===== src/rtl/jtag_tap_target.sv =====
// Target-side IEEE 1149.1 TAP: 16-state controller, IR, bypass and test-vector
// data register. The tdo/tdoEnable outputs are launched on falling TCK.
module jtag_tap_target #(
    parameter int TEST_VECTOR_WIDTH = 32,
    parameter int INSTRUCTION_WIDTH = 5,
    parameter int VECTOR_OPCODE     = 1
) (
    input  logic                         clk,
    input  logic                         reset,
    input  logic                         tms,
    input  logic                         tdi,
    output logic                         tdo,
    output logic                         tdoEnable,
    input  logic [TEST_VECTOR_WIDTH-1:0] captureVector,
    output logic [TEST_VECTOR_WIDTH-1:0] vectorOut,
    output logic                         vectorValid,
    output logic [INSTRUCTION_WIDTH-1:0] instruction,
    output logic [3:0]                   tapState
);

    localparam int TVW = TEST_VECTOR_WIDTH;
    localparam int IW  = INSTRUCTION_WIDTH;
    localparam logic [IW-1:0] VEC_OP     = IW'(VECTOR_OPCODE);
    localparam logic [IW-1:0] IR_CAPTURE = IW'(1);

    typedef enum logic [3:0] {
        TLR    = 4'd0,  RTI    = 4'd1,  SEL_DR = 4'd2,  CAP_DR = 4'd3,
        SH_DR  = 4'd4,  EX1_DR = 4'd5,  PAU_DR = 4'd6,  EX2_DR = 4'd7,
        UPD_DR = 4'd8,  SEL_IR = 4'd9,  CAP_IR = 4'd10, SH_IR  = 4'd11,
        EX1_IR = 4'd12, PAU_IR = 4'd13, EX2_IR = 4'd14, UPD_IR = 4'd15
    } tap_state_e;

    tap_state_e          state_q, state_d;
    logic [TVW-1:0]      vec_shift_q, vector_out_q;
    logic [IW-1:0]       ir_shift_q, instr_q;
    logic                bypass_q, vvalid_q, tdo_q, tdo_en_q;
    logic                vec_sel;

    assign vec_sel     = (instr_q == VEC_OP);
    assign tdo         = tdo_q;
    assign tdoEnable   = tdo_en_q;
    assign vectorOut   = vector_out_q;
    assign vectorValid = vvalid_q;
    assign instruction = instr_q;
    assign tapState    = state_q;

    always_comb begin
        state_d = state_q;
        case (state_q)
            TLR:    state_d = tms ? TLR    : RTI;
            RTI:    state_d = tms ? SEL_DR : RTI;
            SEL_DR: state_d = tms ? SEL_IR : CAP_DR;
            CAP_DR: state_d = tms ? EX1_DR : SH_DR;
            SH_DR:  state_d = tms ? EX1_DR : SH_DR;
            EX1_DR: state_d = tms ? UPD_DR : PAU_DR;
            PAU_DR: state_d = tms ? EX2_DR : PAU_DR;
            EX2_DR: state_d = tms ? UPD_DR : SH_DR;
            UPD_DR: state_d = tms ? SEL_DR : RTI;
            SEL_IR: state_d = tms ? TLR    : CAP_IR;
            CAP_IR: state_d = tms ? EX1_IR : SH_IR;
            SH_IR:  state_d = tms ? EX1_IR : SH_IR;
            EX1_IR: state_d = tms ? UPD_IR : PAU_IR;
            PAU_IR: state_d = tms ? EX2_IR : PAU_IR;
            EX2_IR: state_d = tms ? UPD_IR : SH_IR;
            UPD_IR: state_d = tms ? SEL_DR : RTI;
            default: state_d = TLR;
        endcase
    end

    // Capture/shift act on the edge leaving the state; updates act on entry,
    // so vectorValid is high for exactly the UpdateDR cycle.
    always_ff @(posedge clk or negedge reset) begin
        if (!reset) begin
            state_q      <= TLR;
            vec_shift_q  <= '0;
            vector_out_q <= '0;
            ir_shift_q   <= '0;
            instr_q      <= '0;
            bypass_q     <= 1'b0;
            vvalid_q     <= 1'b0;
        end else begin
            state_q  <= state_d;
            vvalid_q <= 1'b0;
            case (state_q)
                CAP_DR: begin
                    if (vec_sel) vec_shift_q <= captureVector;
                    else         bypass_q    <= 1'b0;
                end
                SH_DR: begin
                    if (vec_sel) vec_shift_q <= {tdi, vec_shift_q[TVW-1:1]};
                    else         bypass_q    <= tdi;
                end
                CAP_IR:  ir_shift_q <= IR_CAPTURE;
                SH_IR:   ir_shift_q <= {tdi, ir_shift_q[IW-1:1]};
                default: ;
            endcase
            if (state_d == TLR)    instr_q <= '0;
            if (state_d == UPD_IR) instr_q <= ir_shift_q;
            if (state_d == UPD_DR && vec_sel) begin
                vector_out_q <= vec_shift_q;
                vvalid_q     <= 1'b1;
            end
        end
    end

    always_ff @(negedge clk or negedge reset) begin
        if (!reset) begin
            tdo_q    <= 1'b0;
            tdo_en_q <= 1'b0;
        end else begin
            tdo_en_q <= (state_q == SH_DR) || (state_q == SH_IR);
            if (state_q == SH_DR)      tdo_q <= vec_sel ? vec_shift_q[0] : bypass_q;
            else if (state_q == SH_IR) tdo_q <= ir_shift_q[0];
            else                       tdo_q <= 1'b0;
        end
    end

endmodule


===== config.mk =====
export PLATFORM = sky130hd
export DESIGN_NAME = jtag_tap_target
export DESIGN_NICKNAME = d
export VERILOG_FILES = /design/src/rtl/jtag_tap_target.sv
export SDC_FILE = /design/constraint.sdc
export NUM_CORES = 1
export LEC_CHECK = 0
export ABC_AREA = 1
export CORE_ASPECT_RATIO = 1.2
export CORE_UTILIZATION = 30
export DETAILED_ROUTE_END_ITERATION = 16
export PLACE_DENSITY = 0.56
export SLEW_MARGIN = 15
export SYNTH_ARGS = -nofsm -noshare
export SYNTH_HDL_FRONTEND = slang
export SYNTH_SLANG_ARGS = --single-unit

===== constraint.sdc =====
create_clock -name clk -period 2.49 [get_ports clk]
set_clock_uncertainty 0.2 [all_clocks]
set_input_delay 0.6225 -clock clk [delete_from_list [all_inputs] [get_ports clk]]
set_output_delay 0.6225 -clock clk [all_outputs]
set_load 0.01 [all_outputs]

==> qor.yml, run 1 <==
routing:
  first_pass_iters: 4
  vias_per_cell: 4.536
  ant_nets: 0
  wirelength_um: 9109
  drc_errors: 0
  avgRoutedWirePerCell_um: 13.30
  drt_iter0_drc: 120
  vias: 3107
power_and_ir_drop:
  vdd_drop_max_mv: 0.4426
  power.density_nw_per_um2: 872.7
  p_leak_nw: 2.710
  finalPower_mw: 4.531
cells_and_area:
  fin_cells: 685
  antennaDiodeCount: 0
  nNetsFinal: 555
  area_growth_pct: 39.50
  drive_gt1_share_pct: 13.55
floorplan:
  io_pins: 80
  initial_core_util_pct: 30.73
  core_area_um2: 12110
  die_area_um2: 12860
  die_h_um: 124.0
  num_rows: 44
  die_x_um: 103.7
synthesis:
  synth_top_area_share_pct: 53.78
  ys_top_cells_by_area: "dfrtp_1 54%, nand2_1 14%, mux2i_1 8.3%"
  ys_seq_elements: 82
  syn_inst: 418
  synth.distinct_cells: 31
  syn_nets: 454
  synth_area_um2: 3722
  synth_area_per_cell_um2: 8.905
  yosysWarnings: 0
  ys_seq_area_share_pct: 55.13
  yosys.area.top_type: "dfrtp_1"
clock_tree:
  clockBufferDepth: 2
  clock_latency_ns: 0.34
  ctsRootBufferMaster: "clkbuf_16"
  cts_tree: "done"
  clk_pin_slew_ns: 0.06
  clock-sinks: 82
  cts_inserted_buffers: 9
  htree_levels: 3
timing:
  tns_ns: -0.9218
  hold_viol_final: 0
  rsz0062_at_grt: "true"
  slew_headroom_pct: 39.28
  worst_slack_ns: -0.4156
  slew_viol_final: 0
  finalSetupViolations: 3
  tightest_slew_ns: 0.9109
grt:
  grt_start_max_net_pins: 72
  grt-ovfl-total: 0
  antenna_found_initial: 0
  grt_pass1_wl_um: 15210
  grt_pass1_vias: 3168
  grt_usage_pct: 15.21
worst_setup_path:
  critPathLaunchType: "flop"
  cp-end-kind: "output port"
  cp.required_ns: 1.67
  cp.arrival_ns: 2.08
  path_cells: "buf_2"
  cp_max_fo: 1
  crit_family: "flip-flops"
  critPathMaxStageDelay_ns: 0.38
  cp_num_buf_inv: 1
  path_class: "flop to output port"
  slowest_stage: "dfrtn_1"
flow_run:
  max-cap-violations: 0
status:
  violations: "negative setup slack"
  outcome: "finished with violations"
place:
  pre_cts_slack_ns: -0.4704
  port_buffers: 79
  dp_cells: 667
  hpwlAfterDp_um: 6462
  gp_congestion: 0.7988
min_path:
  holdCritPathClass: "flop to flop"
## routing by layer
layer / vias up / routed length (µm) / share of wire [%] / GRT usage [%]
met5: - / 0 / 0 / 0
met4: 0 / 228 / 2.5 / 8.661
met3: 14 / 342 / 3.8 / 2.459
met2: 74 / 4369 / 48 / 26.17
met1: 1443 / 4169 / 46 / 18.33
li1: 1576 / - / - / -
## logic make-up after synthesis
logic type             count (synthesis)  share of synthesized area, %
AND/OR/NAND/NOR                      218                         24.74
flip-flops                            82                         55.13
AO/OA/AOI/OAI                         47                         6.857
buffers and inverters                 40                         4.941
multiplexers                          31                         8.336
## final timing paths
path                                 from             end  slack (ns)  cells after the start
hold reg to reg              vectorOut[0]    vectorOut[0]        0.28                      2
hold / removal               vectorOut[0]    vectorOut[0]        0.28                      2
setup reg to reg           instruction[4]             tdo       -0.09                      5
min in group asynchronous           reset  instruction[4]        0.46                      2
max in group asynchronous           reset             tdo        0.32                      2
setup / recovery                      tdo             tdo       -0.42                      1
## report_power, final
| group | internal, mW | leakage [nW] | total, mW | switching [mW] |
|---|---|---|---|---|
| combinational | 0.674 | 1.61 | 1.59 | 0.916 |
| sequential | 1.55 | 0.977 | 1.71 | 0.157 |
| clock | 0.700 | 0.123 | 1.23 | 0.534 |
| total | 2.92 | 2.71 | 4.53 | 1.61 |
## flip-flops by register name (all words and copies together) (netlist names)
name,cells
bypass_q,1
instruction,5
ir_shift_q,5
tapState,4
tdo,1
tdoEnable,1
vec_shift_q,32
vectorOut,32
vectorValid,1
## stage by stage
stage	hold slack (ns)	instance area (µm²)	utilization, %
after floorplan	0.1269	3742	-
after global placement	0.2653	4872	40.23
after detailed placement	0.2641	4872	40.23
after CTS	0.2845	5174	42.72
after global routing	0.3066	5192	42.87
final	0.2768	5192	42.87
## synthesized netlist by cell type, drive strengths merged
cell type,instances
o21ai,35
and3,1
nand4,1
nand3,48
clkbuf,8
nor3,2
dfrtn,2
nor2,21
o21a,1
nand2,145
mux2i,31
a21oi,4
inv,19
o22ai,4
a211oi,1
clkinv,1
o2111ai,1
dfrtp,80
buf,12
o31ai,1
## layout by cell type (no fill, tap or decap), types with 2 or more instances in the layout
cell type / netlist / layout
nand2_1: 143 / 142
dfrtp_1: 80 / 77
clkdlybuf4s50_1: 0 / 76
nand3_1: 47 / 47
o21ai_0: 33 / 33
mux2i_1: 31 / 31
buf_4: 0 / 27
nor2_1: 18 / 15
inv_1: 15 / 14
clkbuf_16: 0 / 9
clkinvlp_4: 0 / 5
inv_2: 4 / 4
a21oi_1: 4 / 4
o22ai_1: 4 / 4
nor2_4: 1 / 3
nor2_2: 2 / 3
buf_12: 0 / 3
dfrtp_2: 0 / 3
nand2_2: 1 / 2
buf_2: 8 / 2
dfrtn_1: 2 / 2
## cell type report
type                       count  area [µm²]
tap                          161       201.4
inverter                      20       77.57
sequential                    82        2056
timing repair buffer         110        1055
multi-input combinational    296        1521
clock buffer                  10       239.0
fill                        1261        6919
clock inverter                 6       42.54
## repair_timing
action | 4_1_cts | 5_1_grt
endpoints found under the setup margin | 3 | 41
buffers inserted | 1 | 0
endpoints found under the hold margin | 9 | 0
pin swaps | 2 | 2
hold buffers | 1 | 0
resized for setup | 12 | 5
No activity file was read; power rests on OpenSTA's default activity.
==> inputs of run 2 (changes only) <==
Settings changed: CORE_ASPECT_RATIO 1.2 to default, SLEW_MARGIN 15 to default.
==> run 2 against run 1 <==
  * The flow still finishes with violations (negative setup slack)
  * Sequential power is essentially flat
  * Non-clock buffer count increased by 3
  * Clock-buffer cell count grew 3
  * Register-to-register slack worse by 0.03 ns
  * Sequential share of layout area is 0.25 points lower
  * Routed wire length increased by 1.7%
  * Sequential cell count did not move
  * Global-route usage is 0.10 points higher
  * Combinational power grew 4%
  * Core utilization increased by 0.45 points
  * Setup slack better by 0.0020 ns
==> qor.yml, run 2 (synthesized netlist as in run 1, its figures left out) <==
min_path:
  holdPathStages: 2  # unchanged
  holdCritPathClass: "flop to flop"  # unchanged
  hp-start: "vectorOut[29]"  # was vectorOut[0]
  hold_path_end: "vectorOut[29]"  # was vectorOut[0]
clock_tree:
  clockBufferDepth: 2  # unchanged
  clk_pin_slew_ns: 0.06  # about the same
  cts_tree: "done"  # unchanged
  clock_latency_ns: 0.33  # was 0.34 ns
  clock-sinks: 82  # unchanged
  cts_inserted_buffers: 9  # unchanged
  ctsRootBufferMaster: "clkbuf_16"  # unchanged
  htree_levels: 3  # unchanged
place:
  pre_cts_slack_ns: -0.4686  # was -0.4704 ns
  port_buffers: 79  # unchanged
  hpwlAfterDp_um: 6481  # was 6462 µm
  placed_cell_area_um2: 4908  # was 4872 µm²
  gp_congestion: 0.8951  # was 0.7988
routing:
  avgRoutedWirePerCell_um: 13.33  # was 13.30 µm
  vias_per_cell: 4.588  # was 4.536
  drc_errors: 0  # unchanged
  drt_iter0_drc: 138  # was 120
  vias: 3189  # was 3,107
  wirelength_um: 9265  # was 9109 µm
  first_pass_iters: 4  # unchanged
  ant_nets: 0  # unchanged
cells_and_area:
  drive_gt1_share_pct: 13.47  # was 13.55%
  antennaDiodeCount: 0  # unchanged
  nNetsFinal: 558  # was 555
  final_area_um2: 5225  # was 5192 µm²
  final_common_cell: "nand2_1"  # unchanged
  nFillCells: 1192  # was 1,261
  area_growth_pct: 40.37  # was 39.50%
  mostFrequentLayoutCells: "141 x nand2_1, 77 x dfrtp_1, 76 x clkdlybuf4s50_1"  # was 142 x nand2_1, 77 x dfrtp_1, 76 x clkdlybuf4s50_1
worst_setup_path:
  cp-end-kind: "output port"  # unchanged
  crit_family: "flip-flops"  # unchanged
  r2r_start: "instruction[4]"  # unchanged
  regToRegSetupSlack_ns: -0.12  # was -0.09 ns
  slowest_stage: "dfrtn_1"  # unchanged
  critPathMaxStageDelay_ns: 0.38  # about the same
  path_class: "flop to output port"  # unchanged
  cp.arrival_ns: 2.08  # about the same
  cp.required_ns: 1.67  # about the same
  cp_num_buf_inv: 1  # unchanged
  path_cells: "buf_2"  # unchanged
  cp_max_fo: 1  # unchanged
  r2r-end: "tdo"  # unchanged
  crit_path_start: "tdoEnable"  # was tdo
  critPathLaunchType: "flop"  # unchanged
  reg2reg_depth: 5  # unchanged
grt:
  grt-ovfl-total: 0  # unchanged
  grt_usage_pct: 15.31  # was 15.21%
  grt_pass1_wl_um: 15330  # was 15,210 µm
  grt_pass1_vias: 3165  # was 3,168
  antenna_found_initial: 0  # unchanged
  grt_start_max_net_pins: 49  # was 72
floorplan:
  io_pins: 80  # unchanged
  die_h_um: 113.4  # was 124.0 µm
  num_rows: 40  # was 44
  die_area_um2: 12860  # about the same
  die_x_um: 113.4  # was 103.7 µm
  core_area_um2: 12060  # was 12,110 µm²
  initial_core_util_pct: 30.86  # was 30.73%
power_and_ir_drop:
  power.density_nw_per_um2: 877.5  # was 872.7 nW/µm²
  vdd_drop_max_mv: 0.3601  # was 0.4426 mV
  p_leak_nw: 2.738  # was 2.710 nW
timing:
  slew_viol_final: 0  # unchanged
  rsz0062_at_grt: "true"  # unchanged
  finalSetupViolations: 3  # unchanged
  hold_viol_final: 0  # unchanged
  holdWs_ns: 0.2763  # was 0.2768 ns
  tns_ns: -0.9383  # was -0.9218 ns
  worst_slack_ns: -0.4136  # was -0.4156 ns
  slew_headroom_pct: 63.30  # was 39.28%
  tightest_slew_ns: 0.5504  # was 0.9109 ns
flow_run:
  max-cap-violations: 0  # unchanged
status:
  outcome: "finished with violations"  # unchanged
  violations: "negative setup slack"  # unchanged
==> run 2: cell types whose count changed in the layout (fill, tap and decap cells not counted), sizes merged <==
| cell | change |
|---|---|
| buf | +3 |
| clkinv | +1 |
| clkbuf | +3 |
| clkinvlp | -4 |
==> run 2: routing by layer <==
| metal | share of wire, % | track usage (%) |
|---|---|---|
| met3 | 4.6 | 3.666 |
| met5 | 0 | 0 |
| met4 | 2.0 | 6.667 |
| met2 | 45 | 23.56 |
| met1 | 49 | 20.62 |
==> run 2: cell type report <==
| class | instances | area (µm²) | share of cell area, % |
|---|---|---|---|
| inverters | 20 | 75.07 | 1.437 |
| clock buffers | 13 | 250.2 | 4.789 |
| multi-input cells | 296 | 1526 | 29.21 |
| well taps | 168 | 210.2 | 4.023 |
| repair buffers | 113 | 1090 | 20.86 |
| flip-flops and latches | 82 | 2056 | 39.34 |
| clock inverters | 3 | 17.52 | 0.3352 |
==> run 2: worst max path at each step <==
stage                endpoint  slack (ns)  depth (start not counted)
floorplan                 tdo       -0.16                          6
global route              tdo       -0.45                          1
finish              tdoEnable       -0.41                          1
detailed placement  tdoEnable       -0.47                          1
CTS                 tdoEnable       -0.43                          1
global placement    tdoEnable       -0.48                          1
==> run 2: where the power goes <==
part | switching, mW | internal [mW]
logic | 0.936 | 0.713
clock network | 0.517 | 0.701
registers | 0.167 | 1.55
==> run 2: repair_timing <==
item	4_1_cts	5_1_grt
hold buffers	1	0
endpoints found under the setup margin	3	41
endpoints found under the hold margin	1	0
pin swaps	2	2
gates resized for setup	13	4
buffers inserted	1	1
==> run 2: metrics by stage <==
| stage | power, mW | instances | utilization [%] |
|---|---|---|---|
| after CTS | 4.614 | 694 | 43.12 |
| final | 4.585 | 695 | 43.32 |
| after global routing | 4.893 | 695 | 43.32 |
| after detailed placement | 3.364 | 676 | 40.70 |
| after floorplan | 2.657 | 418 | - |
| after global placement | 3.340 | 676 | 40.70 |
==> run 2: worst register-to-register path, cell delays in order (launching register included) <==
cell     delay [ns]
dfrtp_1        0.39
nor3_2         0.20
and3_4         0.22
inv_2          0.05
nor2_4         0.08
o31ai_2        0.08
